**src/rtl/br_gen_prog.sv**
```systemverilog
// Programmable baud-rate generator: loadable clock divisor -> oversample tick, OVS ticks -> bit tick.
// Optional fractional divisor is compiled in with `define BRG_FRAC_EN.
module br_gen_prog #(
  parameter int DIV_W   = 16,
  parameter int FRAC_W  = 4,
  parameter int OVS     = 16,
  parameter int DEF_DIV = 1,
  parameter int SYNC_PH = 8
) (
  input  logic              clk_i,
  input  logic              reset_i,
  input  logic              ce_i,
  input  logic [DIV_W-1:0]  div_i,
  input  logic [FRAC_W-1:0] frac_i,
  input  logic              load_i,
  input  logic              sync_i,
  output logic              ovs_o,
  output logic              baud_o
);

  localparam int PH_W = (OVS > 2) ? $clog2(OVS) : 1;

  logic [DIV_W-1:0] div_q, div_nxt, cnt_q, cnt_d, reload;
  logic [PH_W-1:0]  phase_q, phase_d;
  logic             ovs_q, ovs_d, baud_q, baud_d;

  // A divisor loaded this cycle already governs a reload happening this cycle.
  assign div_nxt = load_i ? ((div_i == '0) ? DIV_W'(1) : div_i) : div_q;

`ifdef BRG_FRAC_EN
  logic [FRAC_W-1:0] frac_q, frac_nxt, acc_q, acc_d;
  logic [FRAC_W:0]   acc_sum;

  assign frac_nxt = load_i ? frac_i : frac_q;
  assign acc_sum  = {1'b0, acc_q} + {1'b0, frac_nxt};
  // Carry out of the accumulator stretches the next period by one clock.
  assign reload   = acc_sum[FRAC_W] ? div_nxt : div_nxt - DIV_W'(1);
`else
  logic unused_frac;
  assign unused_frac = ^frac_i;
  assign reload      = div_nxt - DIV_W'(1);
`endif

  always_comb begin
    cnt_d   = cnt_q;
    phase_d = phase_q;
    ovs_d   = 1'b0;
    baud_d  = 1'b0;
`ifdef BRG_FRAC_EN
    acc_d   = acc_q;
`endif
    if (sync_i) begin
      cnt_d   = div_nxt - DIV_W'(1);
      phase_d = PH_W'(SYNC_PH);
`ifdef BRG_FRAC_EN
      acc_d   = '0;
`endif
    end else if (ce_i) begin
      if (cnt_q == '0) begin
        ovs_d = 1'b1;
        cnt_d = reload;
`ifdef BRG_FRAC_EN
        acc_d = acc_sum[FRAC_W-1:0];
`endif
        if (phase_q == PH_W'(OVS - 1)) begin
          phase_d = '0;
          baud_d  = 1'b1;
        end else begin
          phase_d = phase_q + PH_W'(1);
        end
      end else begin
        cnt_d = cnt_q - DIV_W'(1);
      end
    end
  end

  always_ff @(posedge clk_i) begin
    if (reset_i) begin
      div_q   <= DIV_W'(DEF_DIV);
      cnt_q   <= DIV_W'(DEF_DIV - 1);
      phase_q <= '0;
      ovs_q   <= 1'b0;
      baud_q  <= 1'b0;
`ifdef BRG_FRAC_EN
      frac_q  <= '0;
      acc_q   <= '0;
`endif
    end else begin
      div_q   <= div_nxt;
      cnt_q   <= cnt_d;
      phase_q <= phase_d;
      ovs_q   <= ovs_d;
      baud_q  <= baud_d;
`ifdef BRG_FRAC_EN
      frac_q  <= frac_nxt;
      acc_q   <= acc_d;
`endif
    end
  end

  assign ovs_o  = ovs_q;
  assign baud_o = baud_q;

endmodule

```
**config.mk**
```make
export PLATFORM = sky130hd
export DESIGN_NAME = br_gen_prog
export DESIGN_NICKNAME = d
export VERILOG_FILES = /design/src/rtl/br_gen_prog.sv
export SDC_FILE = /design/constraint.sdc
export NUM_CORES = 1
export LEC_CHECK = 0
export CORE_UTILIZATION = 30
export CTS_CLUSTER_SIZE = 40
export DETAILED_ROUTE_END_ITERATION = 7
export PLACE_DENSITY_LB_ADDON = 0.2
export SETUP_SLACK_MARGIN = 0.15
export SLEW_MARGIN = 20
export SYNTH_ARGS = -nofsm -noshare
export SYNTH_HDL_FRONTEND = slang
export SYNTH_SLANG_ARGS = --single-unit
export TNS_END_PERCENT = 50
```
**constraint.sdc**
```tcl
create_clock -name clk_i -period 4.23 [get_ports clk_i]
set_input_delay 0.846 -clock clk_i [delete_from_list [all_inputs] [get_ports clk_i]]
set_output_delay 0.846 -clock clk_i [all_outputs]
set_load 0.05 [all_outputs]
```
==> results of run 1 <==
logic make-up (layout without fill, tap and decap cells):
logic type	count (synthesis)	count (layout)	synth area share [%]
compound gates	61	61	17.4
mux	20	20	8.56
buf+inv	17	37	3.30
fa+ha+maj	4	4	2.13
flops	38	38	32.3
xor+xnor	18	18	6.70
simple gates	131	131	29.6
final timing paths:
check	start	end	slack (ps)
worst max-delay path	div_i[8]	cnt_q[12]$_SDFFE_PP0P_	780
worst min-delay path	cnt_q[9]$_SDFFE_PP0P_	cnt_q[9]$_SDFFE_PP0P_	480
worst min register to register	cnt_q[9]$_SDFFE_PP0P_	cnt_q[9]$_SDFFE_PP0P_	480
worst max register to register	cnt_q[11]$_SDFFE_PP0P_	cnt_q[6]$_SDFFE_PP0P_	1940
per-stage QoR:
stage	worst slack, ps	utilization (%)	hold slack (ps)	power (W)
2_1_floorplan	1080	-	452	0.000598
3_3_place_gp	479	36.0	472	0.000670
3_5_place_dp	473	36.0	476	0.000671
4_1_cts	781	37.5	488	0.000998
5_1_grt	433	37.5	522	0.00104
6_report	779	37.5	482	0.000987
registers in the layout, indices dropped and copies added, names as in the netlist:
name     flops
cnt_q       16
div_q       16
phase_q      4
ovs_o        1
baud_o       1
per-layer routing:
layer	global-route usage [%]	vias to the layer above	share of wire [%]
li1	-	1094	-
met1	19.6	967	51
met2	22.9	45	45
met3	2.61	4	3.4
met4	3.63	0	1.1
met5	0	-	0
power by group:
group / internal, W / total (W) / switching, W
clock network: 0.000189 / 0.000322 / 0.000134
registers: 0.000385 / 0.000415 / 0.0000299
logic: 0.000107 / 0.000249 / 0.000142
total: 0.000681 / 0.000987 / 0.000306
placed cells by master, fill, tap and decap left out, types with 2 or more instances in the layout:
| master | netlist | routed |
|---|---|---|
| nor2_1 | 46 | 46 |
| dfxtp_1 | 38 | 38 |
| nand2_1 | 22 | 22 |
| clkdlybuf4s50_1 | 0 | 22 |
| a21oi_1 | 21 | 21 |
| mux2i_1 | 19 | 19 |
| nor3_1 | 16 | 16 |
| xnor2_1 | 10 | 10 |
| nand3_1 | 9 | 9 |
| o21ai_0 | 8 | 8 |
| xor2_1 | 8 | 8 |
| clkbuf_8 | 0 | 6 |
| nand2b_1 | 5 | 5 |
| inv_1 | 4 | 4 |
| nor3b_1 | 4 | 4 |
| nor4_1 | 4 | 4 |
| a31oi_1 | 4 | 4 |
| a211oi_1 | 4 | 4 |
| ha_1 | 4 | 4 |
| buf_4 | 0 | 4 |
| nand3b_1 | 3 | 3 |
| nor4_4 | 3 | 3 |
| o31ai_1 | 3 | 3 |
| a221oi_1 | 3 | 3 |
| o32ai_1 | 3 | 3 |
| and3_1 | 2 | 2 |
| nor4b_1 | 2 | 2 |
| o221ai_1 | 2 | 2 |
| or4_1 | 2 | 2 |
| or2_2 | 2 | 2 |
| nand4_1 | 2 | 2 |
| a31o_2 | 2 | 2 |
| o211ai_1 | 2 | 2 |
| a22oi_1 | 2 | 2 |
final cells by class:
class                   count  area (µm²)  share of cell area, %
multi-input cells         234        1520                   54.5
flip-flops and latches     38         761                   27.4
repair buffers             26         250                   9.01
well taps                  99         124                   4.46
clock buffers               6        82.6                   2.97
clock inverters             1        30.0                   1.08
inverters                   4        15.0                  0.541
worst max-delay path, cell delays in order:
cell	delay, ps
clkdlybuf4s50_1	540
nor4_4	330
nand3_1	120
o311ai_0	430
nand2_1	210
ha_1	290
o221ai_1	220
nor3b_1	140
xnor2_1	190
a221oi_1	270
nor2_1	60
==> results.txt, run 1 <==
number of cells on the worst reg-to-reg path - 6
summed negative setup slack over all endpoints - 0 ps
shortest period the worst path allows - 3450 ps
global-route wire length before repair - 9510 µm
overflow left after global routing - 0
number of nets produced by synthesis - 318
# hold bufs at CTS - 0
count of mapped cells out of synthesis - 289
number of nets at the end of the flow - 338
share of the yosys chip area belonging to registers - 32.3%
maximum vdd drop - 0.161 mV
type of origin of the critical path - input pin
n_diodes - 0
maximum fanout count along the critical path - 6
Syn Std Cell Area - 2350 µm²
Unique masters post-synth - 51
count of instances resized after the clock tree is built - 0
CTS tree - built
flop and latch count out of synthesis - 38
Placed Area - 2670 µm²
commonest cells in the netlist - nor2_1 (46), dfxtp_1 (38), nand2_1 (22), a21oi_1 (21), mux2i_1 (19)
antenna violations before repair - 0
number of I/O port buffers - 22
effective utilization at floorplan - 31.8%
number of vias in the routed layout - 2110
dpl hpwl - 4240 µm
number of sinks driven by the clock tree - 38
Post-Layout Inst Area - 2780 µm²
Vias per Instance - 5.17
vias in the first global route - 1922
detailed-router iteration count before antenna repair - 4
number of clock buffers inserted by TritonCTS - 5
Worst-Skew Late Latency - 290 ps
required time of the critical path - 4410 ps
FP Rows - 31
share of post-route cells with drive strength above 1 - 7.44%
Min-Delay Path Depth - 2
Root Buffer Master - clkbuf_8
number of violations reported at the end of detailed-routing iteration 0 - 123
worst slew margin relative to its limit - 54.5%
Crit. End Element - register
Worst EP arrival - 3630 ps
number of setup buffers added after CTS - 0
maximum count of clock buffers along a single path - 2
share of synthesized registers carrying an async set or reset - 0%
average cell area after synthesis - 8.14 µm²
Clock Skews - 3.86 ps
area added between synthesis and finish - 18.0%
CORE AREA - 7410 µm²
overall track demand over capacity in global routing - 14.3%
RSZ-0062 raised after global routing - no
clock transition at the registers of the reported paths - 80 ps
fmax - 290 MHz
total wire length - 5580 µm
Die Footprint - 8200 µm²
type of the worst setup path - in2reg
overall die width - 90.6 µm
most frequent cell after synthesis - nor2_1
top-level port count - 27
Hold Path Class - reg2reg
most area-consuming cells after synthesis - dfxtp_1 (32%), mux2i_1 (8.1%), nor2_1 (7.3%)
count of final max-slew check failures - 0
share of the clock period used by the worst path after layout - 81.6%
Post-synth EDFFs - 0
P_leak - 1.03 nW
number of max-capacitance violations reported - 0
area share of the largest cell type after synthesis - 32.3%
Cells after DPL - 401
count of non-filler cells in the finished layout - 408
transition time at the pin with the least slew margin - 680 ps
final hold violations - 0
per-cell routed wire length - 13.7 µm
outcome - finished clean
number of H-tree levels - 2
Die H - 90.6 µm
final-layout fill cell count - 757
Remaining DRCs - 0
leading register cell type out of synthesis - dfxtp_1
count of warnings emitted by yosys - 0
cell type with the largest total area after synthesis - dfxtp_1
areal power density over the cells - 355 nW/µm²
Antenna Violating Nets Remaining - 0
setup-violating endpoint count in the final report - 0
largest net degree at the start of global routing - 17
weighted congestion at the end of routability-driven global placement - 0.805
Power figures use the tool's default switching activity.
==> run 2: changes to the inputs <==
Clock period 4.23 ns to 3.6 ns, I/O delays scaled along.
==> run 2 against run 1 <==
Clock skew up 2.6 ps. Critical path depth unchanged. Global-route usage grew 0.49 points. Non-clock buffer count increased by 9. Flip-flop and latch count did not move. Clock power down 2%. Die area is the same. Count of clock-buffer cells in the layout did not move. Largest power group unchanged. Hold slack better by 9.9 ps. Combinational power is 21% higher.
==> results.txt, run 2 (synthesis results as in run 1) <==
Remaining DRCs - 0 (unchanged)
Root Buffer Master - clkbuf_8
commonest non-fill, non-tap cells in the layout - nor2_1 (46), dfxtp_1 (38), nand2_1 (22), clkdlybuf4s50_1 (22), a21oi_1 (21)
dpl hpwl - 4330 µm (+2.1%)
RSZ-0062 raised after global routing - no
areal power density over the cells - 390 nW/µm² (+9.8%)
per-cell routed wire length - 13.6 µm (-0.70%)
number of nets at the end of the flow - 347 (+2.7%)
largest net degree at the start of global routing - 17 (unchanged)
Worst EP arrival - 3340 ps (-290 ps)
summed negative setup slack over all endpoints - 0 ps (unchanged)
worst slew margin relative to its limit - 55.4% (+0.88 points)
largest registers in the final layout - cnt_q (16), div_q (16), phase_q (4)
commonest non-fill, non-tap cell in the layout - nor2_1
number of violations reported at the end of detailed-routing iteration 0 - 148 (+20%)
number of H-tree levels - 2 (unchanged)
area added between synthesis and finish - 20.1%
overflow left after global routing - 0 (unchanged)
overall die width - 90.6 µm (unchanged)
share of post-route cells with drive strength above 1 - 10.3% (+2.9 points)
maximum vdd drop - 0.159 mV (-1.7%)
Min-Delay Path Depth - 2 (unchanged)
FP Rows - 31 (unchanged)
Hold Path Class - reg2reg
Cells after DPL - 410 (+2.2%)
# hold bufs at CTS - 0 (unchanged)
maximum fanout count along the critical path - 6 (unchanged)
weighted congestion at the end of routability-driven global placement - 0.820 (+1.9%)
final setup margin - 438 ps (-341 ps)
pre-CTS setup slack - 105 ps (-368 ps)
overall track demand over capacity in global routing - 14.8% (+0.49 points)
number of cells on the worst reg-to-reg path - 6 (unchanged)
count of final max-slew check failures - 0 (unchanged)
shortest period the worst path allows - 3160 ps
detailed-router iteration count before antenna repair - 5 (+1)
final hold violations - 0 (unchanged)
count of instances resized after the clock tree is built - 0 (unchanged)
type of the worst setup path - in2reg
antenna violations before repair - 0 (unchanged)
number of I/O port buffers - 22 (unchanged)
number of max-capacitance violations reported - 0 (unchanged)
type of origin of the critical path - input pin
Worst-Skew Late Latency - 290 ps (about the same)
Crit. End Element - register
count of non-filler cells in the finished layout - 418 (+2.5%)
Clock Skews - 6.47 ps (+2.61 ps)
total wire length - 5680 µm (+1.7%)
share of the clock period used by the worst path after layout - 87.8%
transition time at the pin with the least slew margin - 667 ps (-13.1 ps)
Antenna Violating Nets Remaining - 0 (unchanged)
clock transition at the registers of the reported paths - 80 ps (about the same)
Die Footprint - 8200 µm² (unchanged)
required time of the critical path - 3780 ps (-630 ps)
number of sinks driven by the clock tree - 38 (unchanged)
outcome - finished clean
setup-violating endpoint count in the final report - 0 (unchanged)
global-route wire length before repair - 9860 µm (+3.7%)
number of clock buffers inserted by TritonCTS - 5 (unchanged)
top-level port count - 27 (unchanged)
P_leak - 1.07 nW (+3.3%)
number of setup buffers added after CTS - 0 (unchanged)
effective utilization at floorplan - 31.8% (unchanged)
maximum count of clock buffers along a single path - 2 (unchanged)
fmax - 316 MHz
CORE AREA - 7410 µm² (unchanged)
n_diodes - 0 (unchanged)
vias in the first global route - 1995 (+3.8%)
number of vias in the routed layout - 2131 (+1.0%)
Vias per Instance - 5.10 (-1.4%)
Die H - 90.6 µm (unchanged)
CTS tree - built
-- run 2: cell count changes in the layout (fill, tap and decap cells not counted) --
cell and delta:
buf_4 +9, bufinv_16 -1, clkinv_2 +1, clkinvlp_4 +1
-- run 2: path summary, 6_finish.rpt --
path                          from                endpoint  slack [ps]
min reg2reg  cnt_q[9]$_SDFFE_PP0P_   cnt_q[9]$_SDFFE_PP0P_         490
max reg2reg  cnt_q[2]$_SDFFE_PP0P_   cnt_q[6]$_SDFFE_PP0P_        1300
max                       div_i[8]  cnt_q[12]$_SDFFE_PP0P_         440
min          cnt_q[9]$_SDFFE_PP0P_   cnt_q[9]$_SDFFE_PP0P_         490
-- run 2: area by class of cell --
cell class                      count  area [µm²]
Timing Repair Buffer               35         318
Fill cell                         735        4580
Multi-Input combinational cell    234        1520
Clock buffer                        6        82.6
Inverter                            4        15.0
Clock inverter                      2        12.5
Tap cell                           99         124
Sequential cell                    38         761
-- run 2: critical path, cell delays in order --
cell	delay (ps)
clkdlybuf4s50_1	470
nor4_4	310
nand3_1	130
o311ai_0	430
nand2_1	140
ha_1	270
o221ai_1	220
nor3b_1	130
xnor2_1	180
a221oi_1	260
nor2_1	60
-- run 2: power by group --
group          total, W  leakage [nW]  switching, W  internal (W)
registers      0.000488         0.313     0.0000351      0.000453
clock network  0.000315        0.0472      0.000161      0.000154
logic          0.000301         0.706      0.000168      0.000132
total           0.00110          1.07      0.000364      0.000739
-- run 2: through the flow --
stage | hold slack [ps] | power (W) | cell area [µm²] | utilization, %
finish | 492 | 0.00110 | 2830 | 38.2
global route | 527 | 0.00118 | 2830 | 38.2
CTS | 497 | 0.00112 | 2830 | 38.2
detailed placement | 485 | 0.000796 | 2730 | 36.9
global placement | 470 | 0.000796 | 2730 | 36.9
floorplan | 452 | 0.000703 | 2350 | -
-- run 2: routing by layer --
metal  global-route usage, %  vias to the layer above  part of all wire (%)
li1                        -                     1117                     -
met1                    20.1                      961                    50
met2                    23.9                       49                    45
met3                    2.69                        4                   4.6
met4                    3.63                        0                  0.56
met5                       0                        -                     0
